`config.mk`:
```
export PLATFORM = sky130hd
export DESIGN_NAME = ysyx_25040111_axi_arbiter
export DESIGN_NICKNAME = d
export VERILOG_FILES = /design/src/rtl/ysyx_25040111_axi_arbiter.sv
export SDC_FILE = /design/constraint.sdc
export NUM_CORES = 1
export LEC_CHECK = 0
export CORE_AREA = 2 2 160 162
export DETAILED_ROUTE_END_ITERATION = 6
export DIE_AREA = 0 0 162 164
export SLEW_MARGIN = 40
export SYNTH_ARGS = -nofsm -noshare
export SYNTH_HDL_FRONTEND = slang
export SYNTH_SLANG_ARGS = --single-unit
```
`constraint.sdc`:
```
create_clock -name clk -period 4.8 [get_ports clk]
set_clock_uncertainty 0.2 [all_clocks]
set_input_delay 0.96 -clock clk [delete_from_list [all_inputs] [get_ports clk]]
set_output_delay 0.96 -clock clk [all_outputs]
set_load 0.05 [all_outputs]
```
`src/rtl/ysyx_25040111_axi_arbiter.sv`:
```
// Shares the single io_master AXI4 port between IFU (read) and LSU (read/write), one single-beat transaction at a time.
// Define ARB_ROUND_ROBIN_EN for round-robin IFU/LSU arbitration; default is fixed priority LSU over IFU.
//
// state  | meaning
// IDLE   | nothing forwarded, arbitrate sampled requests
// IFU_RD | IFU AR/R channels wired to io_master
// LSU_RD | LSU AR/R channels wired to io_master
// LSU_WR | LSU AW/W/B channels wired to io_master
module ysyx_25040111_axi_arbiter #(
  parameter int ADDR_W = 32,
  parameter int DATA_W = 32
) (
  input  logic                clk,
  input  logic                rst,
  input  logic                ifu_arvalid,
  input  logic [ADDR_W-1:0]   ifu_araddr,
  output logic                ifu_arready,
  output logic                ifu_rvalid,
  output logic [DATA_W-1:0]   ifu_rdata,
  output logic [1:0]          ifu_rresp,
  input  logic                ifu_rready,
  input  logic                lsu_arvalid,
  input  logic [ADDR_W-1:0]   lsu_araddr,
  input  logic [2:0]          lsu_arsize,
  output logic                lsu_arready,
  output logic                lsu_rvalid,
  output logic [DATA_W-1:0]   lsu_rdata,
  output logic [1:0]          lsu_rresp,
  input  logic                lsu_rready,
  input  logic                lsu_awvalid,
  input  logic [ADDR_W-1:0]   lsu_awaddr,
  input  logic [2:0]          lsu_awsize,
  output logic                lsu_awready,
  input  logic                lsu_wvalid,
  input  logic [DATA_W-1:0]   lsu_wdata,
  input  logic [DATA_W/8-1:0] lsu_wstrb,
  output logic                lsu_wready,
  output logic                lsu_bvalid,
  output logic [1:0]          lsu_bresp,
  input  logic                lsu_bready,
  output logic                io_master_arvalid,
  output logic [ADDR_W-1:0]   io_master_araddr,
  output logic [3:0]          io_master_arid,
  output logic [7:0]          io_master_arlen,
  output logic [2:0]          io_master_arsize,
  output logic [1:0]          io_master_arburst,
  input  logic                io_master_arready,
  input  logic                io_master_rvalid,
  input  logic [DATA_W-1:0]   io_master_rdata,
  input  logic [1:0]          io_master_rresp,
  input  logic                io_master_rlast,
  input  logic [3:0]          io_master_rid,
  output logic                io_master_rready,
  output logic                io_master_awvalid,
  output logic [ADDR_W-1:0]   io_master_awaddr,
  output logic [3:0]          io_master_awid,
  output logic [7:0]          io_master_awlen,
  output logic [2:0]          io_master_awsize,
  output logic [1:0]          io_master_awburst,
  input  logic                io_master_awready,
  output logic                io_master_wvalid,
  output logic [DATA_W-1:0]   io_master_wdata,
  output logic [DATA_W/8-1:0] io_master_wstrb,
  output logic                io_master_wlast,
  input  logic                io_master_wready,
  input  logic                io_master_bvalid,
  input  logic [1:0]          io_master_bresp,
  input  logic [3:0]          io_master_bid,
  output logic                io_master_bready
);

  typedef enum logic [1:0] {IDLE, IFU_RD, LSU_RD, LSU_WR} state_t;

  state_t state;
  state_t pick;
  logic   ar_done, aw_done, w_done;
  logic   rd_last, wr_last, lsu_req;
  logic   unused_ids;
`ifdef ARB_ROUND_ROBIN_EN
  logic   last_grant_lsu;
`endif

  assign unused_ids = ^{io_master_rid, io_master_bid};
  assign rd_last    = io_master_rvalid & io_master_rready & io_master_rlast;
  assign wr_last    = io_master_bvalid & io_master_bready;
  assign lsu_req    = lsu_arvalid | lsu_awvalid;

  always_comb begin
    pick = IDLE;
`ifdef ARB_ROUND_ROBIN_EN
    if (ifu_arvalid && lsu_req && last_grant_lsu) pick = IFU_RD;
    else if (lsu_req)                             pick = lsu_arvalid ? LSU_RD : LSU_WR;
    else if (ifu_arvalid)                         pick = IFU_RD;
`else
    if (lsu_req)          pick = lsu_arvalid ? LSU_RD : LSU_WR;
    else if (ifu_arvalid) pick = IFU_RD;
`endif
  end

  // done flags stop a held valid from issuing a second beat inside one grant
  always_ff @(posedge clk) begin
    if (rst) begin
      state   <= IDLE;
      ar_done <= 1'b0;
      aw_done <= 1'b0;
      w_done  <= 1'b0;
`ifdef ARB_ROUND_ROBIN_EN
      last_grant_lsu <= 1'b0;
`endif
    end else begin
      case (state)
        IDLE: begin
          state   <= pick;
          ar_done <= 1'b0;
          aw_done <= 1'b0;
          w_done  <= 1'b0;
        end
        IFU_RD, LSU_RD: begin
          if (io_master_arvalid && io_master_arready) ar_done <= 1'b1;
          if (rd_last) begin
            state <= IDLE;
`ifdef ARB_ROUND_ROBIN_EN
            last_grant_lsu <= (state == LSU_RD);
`endif
          end
        end
        LSU_WR: begin
          if (io_master_awvalid && io_master_awready) aw_done <= 1'b1;
          if (io_master_wvalid && io_master_wready)   w_done  <= 1'b1;
          if (wr_last) begin
            state <= IDLE;
`ifdef ARB_ROUND_ROBIN_EN
            last_grant_lsu <= 1'b1;
`endif
          end
        end
        default: state <= IDLE;
      endcase
    end
  end

  assign io_master_arid    = 4'd0;
  assign io_master_arlen   = 8'd0;
  assign io_master_arburst = 2'b01;
  assign io_master_awid    = 4'd0;
  assign io_master_awlen   = 8'd0;
  assign io_master_awburst = 2'b01;
  assign io_master_wlast   = io_master_wvalid;

  always_comb begin
    io_master_arvalid = 1'b0;
    io_master_araddr  = '0;
    io_master_arsize  = 3'b000;
    io_master_rready  = 1'b0;
    io_master_awvalid = 1'b0;
    io_master_awaddr  = '0;
    io_master_awsize  = 3'b000;
    io_master_wvalid  = 1'b0;
    io_master_wdata   = '0;
    io_master_wstrb   = '0;
    io_master_bready  = 1'b0;
    ifu_arready = 1'b0;
    ifu_rvalid  = 1'b0;
    ifu_rdata   = '0;
    ifu_rresp   = 2'b00;
    lsu_arready = 1'b0;
    lsu_rvalid  = 1'b0;
    lsu_rdata   = '0;
    lsu_rresp   = 2'b00;
    lsu_awready = 1'b0;
    lsu_wready  = 1'b0;
    lsu_bvalid  = 1'b0;
    lsu_bresp   = 2'b00;
    case (state)
      IFU_RD: begin
        io_master_arvalid = ifu_arvalid & ~ar_done;
        io_master_araddr  = ifu_araddr;
        io_master_arsize  = 3'b010;
        ifu_arready       = io_master_arready & ~ar_done;
        ifu_rvalid        = io_master_rvalid;
        ifu_rdata         = io_master_rdata;
        ifu_rresp         = io_master_rresp;
        io_master_rready  = ifu_rready;
      end
      LSU_RD: begin
        io_master_arvalid = lsu_arvalid & ~ar_done;
        io_master_araddr  = lsu_araddr;
        io_master_arsize  = lsu_arsize;
        lsu_arready       = io_master_arready & ~ar_done;
        lsu_rvalid        = io_master_rvalid;
        lsu_rdata         = io_master_rdata;
        lsu_rresp         = io_master_rresp;
        io_master_rready  = lsu_rready;
      end
      LSU_WR: begin
        io_master_awvalid = lsu_awvalid & ~aw_done;
        io_master_awaddr  = lsu_awaddr;
        io_master_awsize  = lsu_awsize;
        lsu_awready       = io_master_awready & ~aw_done;
        io_master_wvalid  = lsu_wvalid & ~w_done;
        io_master_wdata   = lsu_wdata;
        io_master_wstrb   = lsu_wstrb;
        lsu_wready        = io_master_wready & ~w_done;
        lsu_bvalid        = io_master_bvalid;
        lsu_bresp         = io_master_bresp;
        io_master_bready  = lsu_bready;
      end
      default: ;
    endcase
  end

endmodule

```
==> implementation parameters <==
Parameter                              Value

Clock network
  Buffer levels on the longest clock path    2
  Depth of the CTS H-tree    1
  Clock transition at path regs    0.03 ns
  Number of clock buffers inserted by TritonCTS    3
  Worst skew pair latency    0.23 ns
  Number of gates resized after cts    0
  Hold buffers post-CTS    0
  Post-CTS setup buffer count    0
  Root buf cell    sky130_fd_sc_hd__clkbuf_16
  Clock sink total    5
  Clock tree from TritonCTS    yes

Worst setup path
  Max Fanout on Critical Path    30
  Setup slack of the most critical reg-to-reg path    2.32 ns
  Arrival time worst endpoint    2.81 ns
  Required arrival time at the worst endpoint    3.64 ns
  Worst Setup End Kind    output pin
  Category of the worst setup path launch point    register
  Class of the most critical setup path    register to output pin

Yosys
  Post-Synthesis Mean Instance Area    6.66 um^2
  Fraction of synthesized cell area taken by the top area cell type    43.7%
  Top cells by area, synth    sky130_fd_sc_hd__and2_1 44%, sky130_fd_sc_hd__a22oi_1 12%, sky130_fd_sc_hd__buf_4 11%
  Number of unique standard cell types used by synthesis    25
  Asr flop ratio synth    0%
  Cell type contributing the most total cell area after synthesis    sky130_fd_sc_hd__and2_1
  Top_reg_cell synth    sky130_fd_sc_hd__dfxtp_1
  Number of enable flip-flop cells after synthesis    0
  Count of yosys warnings during synthesis    0
  Flop and latch count out of synthesis    5
  Most used standard cell by instance count after synthesis    sky130_fd_sc_hd__and2_1
  Number of instances in the synthesized netlist    316
  Netlist area before placement    0.00211 mm^2
  Commonest cells post-synth    147 x sky130_fd_sc_hd__and2_1, 34 x sky130_fd_sc_hd__nor2b_1, 33 x sky130_fd_sc_hd__a22oi_1
  Sequential cell area fraction in the yosys report    4.75%

Detailed routing
  Routed Wire Length    13400 um
  First-iteration detailed-routing DRC count    100
  Routed wirelength normalized by instance count    13.3 um
  Vias after detailed routing    3369
  Via-to-Cell Ratio    3.37
  Antenna-violating nets left    0
  DRC violations left    0
  Router iterations before antenna repair    4

GRT
  Total routing resource utilization after global routing    9.01%
  Global-route wire length before repair    18800 um
  Initial antenna violation count    0
  Largest net degree at the start of global routing    62
  Total congestion overflow    0
  Via count of the first global-routing pass    3165

Placement
  Number of I/O port buffers    377
  Detailed placement HPWL    11100 um
  GPL Wtd Cong    0.790
  Number of placed instances with taps included    997
  Post-DP Area    0.00611 mm^2

STA
  Max_slew headroom    54.8%
  Final number of setup-violating endpoints    0
  Worst Max-Slew Pin Slew    0.677 ns
  Final count of pins violating max slew    0
  Highest Clock Rate    252 MHz
  Shortest clock period the worst path allows after layout    3.97 ns
  Fraction of the cycle the final worst path needs    82.7%
  Total count of hold-check failures in the final report    0
  Setup repair after global routing missed its margin    false
  Aggregate negative setup slack    0 ns

Power and ir drop
  Pwr/cell area    328 mW/mm^2
  Proportion of power drawn by flip-flops and latches    3.0%
  Pleak    2.23 nW
  Clock power share    6.8%
  Net switching power figure    1.19 mW
  Switch share    58.7%
  Relative contribution of combinational cells to total power    90.2%
  Internal power of the cells    0.839 mW
  Maximum ir drop on the vdd rail    0.156 mV

Floorplan
  Die height    164 um
  Starting density of the core    8.48%
  Die outline area    0.0266 mm^2
  Boundary Pins    414
  Area inside the core boundary    0.0248 mm^2
  Die width    162 um
  Number of core rows    58

Final layout
  Final cell count without fillers    1001
  Share of post-route cells with drive strength above 1    2.09%
  Design area    0.00620 mm^2
  Final net count    874
  Area taken by flip-flops and latches    100 um^2
  Layout overhead on the synthesized area    194%
  Antenna Diode Count    0
  Filler cells    2709
  Combined area of the multi-input logic cells    0.00178 mm^2

Run
  Number of violations of the max-capacitance limit    0

Run status
  Outcome    complete, no violations

Worst hold path
  Hold Crit Class    register to register
[layer usage]
metal	wire, um	vias up	share of wire, %	track usage [%]
met1	5800	1498	43	12.2
met5	0	-	0	0
met2	6450	192	48	15.3
met4	76	0	0.57	1.01
li1	-	1675	-	-
met3	1030	4	7.7	1.74
[power by group through the flow]
stage,sequential (mW),clock (mW),combinational (mW)
floorplan,0.0551,0,1.20
global placement,0.0581,0,1.85
detailed placement,0.0590,0,1.85
CTS,0.0584,0.141,1.86
global route,0.0619,0.142,1.94
finish,0.0611,0.137,1.83
[logic make-up (layout without fill, tap and decap cells)]
family                   Yosys count  in the layout  share of synthesized area [%]
adder cells (fa/ha/maj)            5              5                           2.97
other                              2             28                          0.357
buffers and inverters             61            390                           16.3
flip-flops                         5              5                           4.75
AO/OA/AOI/OAI                     44             44                           15.2
AND/OR/NAND/NOR                  196            196                           58.8
multiplexers                       3              3                           1.66
[worst max-delay path, stage by stage (launching register included)]
cell and delay [ns]:
sky130_fd_sc_hd__dfxtp_1 0.34, sky130_fd_sc_hd__inv_1 0.15, sky130_fd_sc_hd__ha_2 0.65, sky130_fd_sc_hd__buf_4 0.38
sky130_fd_sc_hd__a22oi_1 0.12, sky130_fd_sc_hd__nor2b_1 0.13, sky130_fd_sc_hd__clkdlybuf4s50_1 0.81
[per-stage QoR]
stage          setup WS, ns  util [%]  total power [mW]  hold slack (ns)
6_report              0.828      25.0              2.03            0.300
3_5_place_dp          0.832      24.6              1.91            0.303
2_1_floorplan          1.46         -              1.25            0.252
5_1_grt               0.642      25.0              2.14            0.359
3_3_place_gp          0.841      24.6              1.91            0.279
4_1_cts               0.804      24.9              2.06            0.311
[area by class of cell]
cell class / count / share of cell area (%)
sequential: 5 / 1.61
tap: 330 / 6.66
inverter: 3 / 0.182
multi-input combinational: 276 / 28.7
timing repair buffer: 383 / 61.6
clock buffer: 4 / 1.27
[cells in the final DEF (no fill, tap or decap)]
cell                                n
sky130_fd_sc_hd__nor2b_1           34
sky130_fd_sc_hd__dfxtp_1            5
sky130_fd_sc_hd__nor3b_1            2
sky130_fd_sc_hd__ha_2               2
sky130_fd_sc_hd__and3b_1            6
sky130_fd_sc_hd__clkdlybuf4s50_1  377
sky130_fd_sc_hd__conb_1            28
sky130_fd_sc_hd__a22oi_1           33
sky130_fd_sc_hd__nand4bb_1          1
sky130_fd_sc_hd__clkbuf_1           1
sky130_fd_sc_hd__mux2i_1            2
sky130_fd_sc_hd__a22oi_2            1
sky130_fd_sc_hd__o21ai_0            4
sky130_fd_sc_hd__mux2_4             1
sky130_fd_sc_hd__a21oi_1            3
sky130_fd_sc_hd__a21o_1             1
sky130_fd_sc_hd__nand3_1            1
sky130_fd_sc_hd__inv_1              3
sky130_fd_sc_hd__ha_1               2
sky130_fd_sc_hd__clkbuf_16          3
sky130_fd_sc_hd__a21boi_0           1
sky130_fd_sc_hd__ha_4               1
sky130_fd_sc_hd__nor2_1             3
sky130_fd_sc_hd__and2_1           147
sky130_fd_sc_hd__a221o_1            1
sky130_fd_sc_hd__nand2b_1           1
sky130_fd_sc_hd__buf_4              6
sky130_fd_sc_hd__nand2_1            1
[registers in the layout, indices dropped and copies added (netlist names)]
| name | count |
|---|---|
| state | 2 |
| ar_done | 1 |
| aw_done | 1 |
| w_done | 1 |
[path summary, 6_finish.rpt]
| kind | from | to | cells past startpoint |
|---|---|---|---|
| max | state[1]$_SDFFE_PP0P_ | io_master_araddr[6] | 6 |
| min | w_done$_SDFFE_PP0P_ | w_done$_SDFFE_PP0P_ | 2 |
| max reg2reg | state[0]$_SDFFE_PP0P_ | state[1]$_SDFFE_PP0P_ | 6 |
| min reg2reg | w_done$_SDFFE_PP0P_ | w_done$_SDFFE_PP0P_ | 2 |
Note: power is estimated with default switching activity, not from simulation.
